**src/rtl/i2c_bus_frontend.sv**
```systemverilog
// I2C pin conditioning: synchronise and glitch-filter SCL/SDA, decode START/STOP/edges, track bus busy.
// Optional SCL-low timeout in BUSY is built only when I2C_TIMEOUT_EN is defined.
module i2c_bus_frontend #(
   parameter int SYNC_STAGES     = 2,
   parameter int FILT_LEN        = 3,
   parameter int BUS_FREE_CYCLES = 8,
   parameter int TIMEOUT_CYCLES  = 4096
) (
   input  logic clk_i,
   input  logic rst_ni,
   input  logic scl_i,
   input  logic sda_i,
   output logic scl_o,
   output logic sda_o,
   output logic scl_rise_o,
   output logic scl_fall_o,
   output logic start_o,
   output logic rstart_o,
   output logic stop_o,
   output logic bus_busy_o,
   output logic timeout_o
);

   localparam int FCW = $clog2(FILT_LEN + 1);
   localparam int BCW = $clog2(BUS_FREE_CYCLES + 1);

   typedef enum logic [1:0] {UNSYNC, IDLE, BUSY, FREE_WAIT} state_t;

   if (SYNC_STAGES < 2 || SYNC_STAGES > 4 || FILT_LEN < 1 || FILT_LEN > 15 ||
       BUS_FREE_CYCLES < 1 || BUS_FREE_CYCLES > 65535 || TIMEOUT_CYCLES < 1) begin : g_param_check
      $error("i2c_bus_frontend: parameter out of legal range");
   end

   // Bit 0 carries SCL, bit 1 carries SDA throughout.
   logic [1:0] w_pin;
   logic [1:0] w_filt;
   logic [1:0] r_filt_d;

   assign w_pin = {sda_i, scl_i};

   for (genvar gi = 0; gi < 2; gi++) begin : g_line
      logic [SYNC_STAGES-1:0] r_sync;
      logic [FCW-1:0]         r_cnt;
      logic                   r_level;

      always_ff @(posedge clk_i or negedge rst_ni) begin
         if (!rst_ni) begin
            r_sync  <= '0;
            r_cnt   <= '0;
            r_level <= 1'b0;
         end else begin
            r_sync <= {r_sync[SYNC_STAGES-2:0], w_pin[gi]};
            if (r_cnt == FCW'(FILT_LEN)) begin
               r_level <= ~r_level;
               r_cnt   <= '0;
            end else if (r_sync[SYNC_STAGES-1] != r_level) begin
               r_cnt <= r_cnt + FCW'(1);
            end else begin
               r_cnt <= '0;
            end
         end
      end

      assign w_filt[gi] = r_level;
   end

   logic w_scl_rise, w_scl_fall, w_scl_stable_hi, w_start, w_stop, w_both_hi;

   assign w_scl_rise      = w_filt[0] & ~r_filt_d[0];
   assign w_scl_fall      = ~w_filt[0] & r_filt_d[0];
   // An SCL transition in the same cycle masks any SDA condition.
   assign w_scl_stable_hi = w_filt[0] & r_filt_d[0];
   assign w_start         = w_scl_stable_hi & r_filt_d[1] & ~w_filt[1];
   assign w_stop          = w_scl_stable_hi & ~r_filt_d[1] & w_filt[1];
   assign w_both_hi       = w_filt[0] & w_filt[1];

   state_t         r_state, w_state_next;
   logic [BCW-1:0] r_free_cnt;
   logic           w_free_done;
   logic           w_to_done;
   logic           w_start_nx, w_rstart_nx, w_stop_nx;
   logic           r_scl_rise, r_scl_fall, r_start, r_rstart, r_stop, r_busy;

   assign w_free_done = w_both_hi & (r_free_cnt >= BCW'(BUS_FREE_CYCLES - 1));

   always_ff @(posedge clk_i or negedge rst_ni) begin
      if (!rst_ni) begin
         r_free_cnt <= '0;
      end else if (r_state == IDLE || !w_both_hi) begin
         r_free_cnt <= '0;
      end else if (r_free_cnt != BCW'(BUS_FREE_CYCLES)) begin
         r_free_cnt <= r_free_cnt + BCW'(1);
      end
   end

`ifdef I2C_TIMEOUT_EN
   localparam int TCW = $clog2(TIMEOUT_CYCLES + 1);
   logic [TCW-1:0] r_to_cnt;
   logic           r_timeout;

   assign w_to_done = (r_state == BUSY) & ~w_filt[0] & (r_to_cnt == TCW'(TIMEOUT_CYCLES - 1));

   always_ff @(posedge clk_i or negedge rst_ni) begin
      if (!rst_ni) begin
         r_to_cnt  <= '0;
         r_timeout <= 1'b0;
      end else begin
         r_timeout <= w_to_done;
         if (r_state != BUSY || w_filt[0] || w_to_done) begin
            r_to_cnt <= '0;
         end else begin
            r_to_cnt <= r_to_cnt + TCW'(1);
         end
      end
   end

   assign timeout_o = r_timeout;
`else
   assign w_to_done = 1'b0;
   assign timeout_o = 1'b0;
`endif

   always_comb begin
      w_state_next = r_state;
      w_start_nx   = 1'b0;
      w_rstart_nx  = 1'b0;
      w_stop_nx    = 1'b0;
      case (r_state)
         UNSYNC: begin
            if (w_free_done) w_state_next = IDLE;
         end
         IDLE: begin
            if (w_start) begin
               w_state_next = BUSY;
               w_start_nx   = 1'b1;
            end else if (w_stop) begin
               w_stop_nx = 1'b1;
            end
         end
         BUSY: begin
            if (w_start) begin
               w_start_nx  = 1'b1;
               w_rstart_nx = 1'b1;
            end else if (w_stop) begin
               w_stop_nx    = 1'b1;
               w_state_next = FREE_WAIT;
            end
         end
         FREE_WAIT: begin
            if (w_start) begin
               w_state_next = BUSY;
               w_start_nx   = 1'b1;
            end else if (w_free_done) begin
               w_state_next = IDLE;
            end
         end
         default: w_state_next = UNSYNC;
      endcase
      // A stuck-low SCL abandons the transfer and forces a resync.
      if (w_to_done) begin
         w_state_next = UNSYNC;
         w_start_nx   = 1'b0;
         w_rstart_nx  = 1'b0;
         w_stop_nx    = 1'b0;
      end
   end

   always_ff @(posedge clk_i or negedge rst_ni) begin
      if (!rst_ni) begin
         r_state    <= UNSYNC;
         r_filt_d   <= 2'b00;
         r_scl_rise <= 1'b0;
         r_scl_fall <= 1'b0;
         r_start    <= 1'b0;
         r_rstart   <= 1'b0;
         r_stop     <= 1'b0;
         r_busy     <= 1'b1;
      end else begin
         r_state    <= w_state_next;
         r_filt_d   <= w_filt;
         r_scl_rise <= w_scl_rise & (r_state != UNSYNC);
         r_scl_fall <= w_scl_fall & (r_state != UNSYNC);
         r_start    <= w_start_nx;
         r_rstart   <= w_rstart_nx;
         r_stop     <= w_stop_nx;
         r_busy     <= (w_state_next != IDLE);
      end
   end

   assign scl_o      = w_filt[0];
   assign sda_o      = w_filt[1];
   assign scl_rise_o = r_scl_rise;
   assign scl_fall_o = r_scl_fall;
   assign start_o    = r_start;
   assign rstart_o   = r_rstart;
   assign stop_o     = r_stop;
   assign bus_busy_o = r_busy;

endmodule

```
**config.mk**
```make
export PLATFORM = sky130hd
export DESIGN_NAME = i2c_bus_frontend
export DESIGN_NICKNAME = d
export VERILOG_FILES = /design/src/rtl/i2c_bus_frontend.sv
export SDC_FILE = /design/constraint.sdc
export NUM_CORES = 1
export LEC_CHECK = 0
export ABC_AREA = 1
export CAP_MARGIN = 15
export CORE_ASPECT_RATIO = 0.9
export CORE_MARGIN = 2
export CORE_UTILIZATION = 55
export CTS_CLUSTER_SIZE = 30
export DETAILED_ROUTE_END_ITERATION = 12
export PLACE_DENSITY = 0.91
export SLEW_MARGIN = 40
export SYNTH_ARGS = -nofsm -noshare
export SYNTH_HDL_FRONTEND = slang
export SYNTH_SLANG_ARGS = --single-unit
```
**constraint.sdc**
```tcl
create_clock -name clk_i -period 2.1 [get_ports clk_i]
set_clock_uncertainty 0.1 [all_clocks]
set_input_delay 0.42 -clock clk_i [delete_from_list [all_inputs] [get_ports clk_i]]
set_output_delay 0.42 -clock clk_i [all_outputs]
set_load 0.005 [all_outputs]
```
# Yosys cells after proc, flatten, opt, wreduce, memory -nomap -nowiden
# Index checks and enable logic that the tools add are counted.
# classes
reduce_logical	7
add_sub_neg	3
magnitude_cmp	1
n_bitwise	15
n_mux	18
eq_ne	9
# op_table
operator	n
2-bit 2-to-1 mux	9
1-bit bitwise AND	11
2-bit equality test (second input constant)	4
4-bit 2-to-1 mux	2
2-bit case mux with 4 select lines	1
1-bit 2-to-1 mux	6
2-bit by 1-bit adder with 2-bit output (second input constant)	2
4-bit by 1-bit adder with 4-bit output (second input constant)	1
4-bit by 3-bit >= comparator with 1-bit output (second input constant)	1
4-bit != test (second input constant)	1
1-bit inverter	4
2-bit nonzero test	2
3-bit OR reduction	1
2-bit by 1-bit equality test with 1-bit output (second input constant)	1
2-bit zero test	1
1-bit != test	2
2-bit by 1-bit != test with 1-bit output (second input constant)	1
2-bit OR reduction	1
1-bit zero test	1
1-bit logical OR	1
# totals
inputBits	4
regBits	24

# Longest topological paths before layout
# depth
depth_word	7
depth_mapped	10
ltp_nobuf	10

# Worst setup path after synthesis
# OpenSTA, ideal clock, no wires.
# synth_timing
path_type	register to register
startpoint	reg r_state[0]
endpoint	reg r_state[0]
path_stages_with_launch	6
t_arrival_ns	1.098
period_less_slack_ns	1.331
setup_ns	0.133
slack_ns	0.769
path_cell_list	dfrtp_1 inv_1 ha_1 or2_2 nand3_1 nand3_1
# synth_via
elab_chain_cells	3
elab_cells_between_ends	10
classes_between	eq/ne: 3; mux: 6; reduce/logical: 1
# synth_lines
item	line_no	text
start: declaration	77	state_t r_state, w_state_next;
start signal: assignment	179	r_state <= w_state_next;
2-bit 2-to-1 mux (on tied branches)	130, 153, 144	
2-bit 2-to-1 mux (on tied branches)	150, 141	
2-bit case mux with 4 select lines (*)	128	case (r_state)
via w_state_next[0]	77	
# Mark *: on every way through the listed nets, which the timed path passes. The rest lies on a longest branch.
# A chain may end at the register's enable or synchronous reset.

# Final worst setup path
# layout_timing
startpoint	reg g_line[0].r_level (netlist: scl_o)
endpoint	out scl_o
# layout_rtl
item	line_no	text
start: declaration	44	logic r_level;
start signal: assignment	54	r_level <= ~r_level;
end: declaration	13	output logic scl_o,
# No word-level cell between the ends.

==> flow_summary.json <==
{
  "synth_cells": 102,
  "vias_per_cell": 4.90,
  "initial_utilization": 0.605,
  "worstSetupStartpoint": "scl_o$_DFFE_PN0N_",
  "whs_ns": 0.261,
  "path_delay_family": "buffers and inverters",
  "netlist_top_cells_count": "dfrtp_1 (23), nand2_1 (16), inv_1 (13)",
  "drt-wirelength-per-cell_um": 11.8,
  "port_buffers": 11,
  "outcome": "finished, final reports clean",
  "yosysMostFrequentCell": "dfrtp_1",
  "cp-endpoint": "scl_o",
  "placed_area_um2": 1180,
  "p_leak_nw": 0.628,
  "crit_chain": "clkdlybuf4s50_1",
  "finalCritPeriodShare": 0.898,
  "pre_cts_ws_ns": 0.551,
  "finalPower_mw": 1.52,
  "dieArea_um2": 2270,
  "post-place-cells": 136,
  "synth-main-ff-cell": "dfrtp_1",
  "drt-pass1-iter-count": 4,
  "clk_latency_ns": 0.30,
  "cts_num_sinks": 24,
  "rows": 14,
  "yosysWarnings": 0,
  "r2r_end": "r_state[1]$_DFF_PN0_",
  "final_cells": 140,
  "hold_class": "reg2reg",
  "antenna_found_initial": 0,
  "rsz0062_at_grt": "false",
  "critPathCaptureType": "output port",
  "path_class": "reg2out",
  "path_clk_slew_ns": 0.11,
  "synth_top_cell_area_share": 0.549,
  "arrival_ns": 1.37,
  "post_cts_buffers": 0,
  "cp_num_buf_inv": 1,
  "synth_edf_count": 0,
  "vias": 686,
  "tns_ns": 0,
  "dieHeight_um": 45.4,
  "fin_crit_ns": 1.89,
  "ys_seq_elements": 24,
  "powerDensity_nw_per_um2": 1260,
  "fin_nets": 129,
  "clockBufferDepth": 2,
  "finalWirelength_mm": 1.65,
  "multi_input_area_um2": 375,
  "cts.hold.buffers_added": 0,
  "max_cap_violations": 0,
  "ff2ff_path_depth": 8,
  "pin_count": 13,
  "h-tree-depth": 1,
  "fmax_mhz": 530,
  "die_x_um": 50.0,
  "grt_overflow": 0,
  "place.gp.congestion": 0.913,
  "r2r_start": "r_state[0]$_DFF_PN0_",
  "ant_nets": 0,
  "drive_gt1_frac": 0.112,
  "cts_tree": "built",
  "synthArstFlopShare": 1.00,
  "startpoint_type": "flip-flop",
  "cp_num_cells": 1,
  "ys_top_cells_by_area": "dfrtp_1 (55%), ha_1 (9.5%), nand2_1 (5.7%)",
  "drc": 0,
  "grt_max_degree": 25,
  "syn_area_um2": 1050,
  "grt_pass1_wl_mm": 3.06,
  "synth-seq-area-share": 0.574,
  "vdd_drop_max_uv": 851,
  "ys_types": 20,
  "fin_ws_ns": 0.215,
  "syn-num-nets": 114,
  "grt_util_all_layers": 0.184,
  "seq_area_um2": 602,
  "core_um2": 1730,
  "required_ns": 1.58,
  "hpwl_mm": 1.23,
  "cp_slowest_stage_delay_ns": 0.55,
  "finalHoldViolCount": 0,
  "clockRootBuffer": "clkbuf_4",
  "synth_top_area_cell": "dfrtp_1",
  "cts-buffers-inserted": 3,
  "fin_util": 0.694,
  "grt_pass1_vias": 697,
  "antenna_cells": 0,
  "syn_to_final_growth_pct": 14.8,
  "rrSetupSlack_ns": 0.49,
  "slowest_stage": "clkdlybuf4s50_1",
  "finalSetupViolCount": 0,
  "fillerInstances": 128,
  "drt_iter0_drc": 16,
  "final_area_um2": 1200,
  "cts_resized": 0,
  "path_max_fanout": 8,
  "slew_violations": 0,
  "avgSynthCellArea_um2": 10.3
}
## power breakdown
part,switching [mW],internal [mW],total (mW)
sequential,0.110,0.605,0.716
clock,0.125,0.0740,0.199
combinational,0.330,0.273,0.603
## final cells by class
type                       count  area share
tap                           24      0.0249
inverter                      14      0.0437
clock buffer                   4      0.0218
sequential                    24       0.500
multi-input combinational     62       0.312
timing repair buffer          12      0.0977
## worst min path at each step
stage	from	endpoint	slack, ns	depth (start not counted)
after floorplan	rst_ni	g_line[0].r_cnt[0]$_DFF_PN0_	0.02	0
after global placement	g_line[0].r_sync[0]$_DFF_PN0_	g_line[0].r_sync[1]$_DFF_PN0_	0.23	0
after detailed placement	g_line[0].r_sync[0]$_DFF_PN0_	g_line[0].r_sync[1]$_DFF_PN0_	0.24	0
after CTS	g_line[0].r_sync[0]$_DFF_PN0_	g_line[0].r_sync[1]$_DFF_PN0_	0.26	0
after global routing	g_line[1].r_sync[0]$_DFF_PN0_	g_line[1].r_sync[1]$_DFF_PN0_	0.27	0
final	g_line[0].r_sync[0]$_DFF_PN0_	g_line[0].r_sync[1]$_DFF_PN0_	0.26	0
## layer usage
metal / track usage / part of all wire / up-vias
met5: 0 / 0 / -
met4: 0.0500 / 0.0085 / 0
met3: 0.0493 / 0.034 / 2
met2: 0.337 / 0.50 / 17
met1: 0.218 / 0.45 / 325
li1: - / - / 342
## flip-flops by register name (all words and copies together) (netlist names)
| name | cells |
|---|---|
| g_line.r_cnt | 4 |
| g_line.r_sync | 4 |
| r_free_cnt | 4 |
| r_filt_d | 2 |
| r_state | 2 |
| bus_busy_o | 1 |
| rstart_o | 1 |
| scl_fall_o | 1 |
| scl_o | 1 |
| scl_rise_o | 1 |
| sda_o | 1 |
| start_o | 1 |
| stop_o | 1 |
## layout by cell type, fill, tap and decap left out, drive strengths merged, types with 3 or more instances in the layout
cell type	synthesis	final
clkbuf	0	4
nor3	4	4
xor2	3	3
dfrtp	23	23
inv	14	14
clkdlybuf4s50	0	11
ha	8	8
nand3	10	10
nand2	20	20
nor2	6	6
## cells by family after synthesis
kind of cell | after synthesis | synth area share
fa+ha+maj | 8 | 0.0955
simple gates | 45 | 0.203
buf+inv | 16 | 0.0680
flops | 24 | 0.574
compound gates | 3 | 0.0143
other cells | 1 | 0.00358
xor+xnor | 5 | 0.0418
Power figures use the tool's default switching activity.
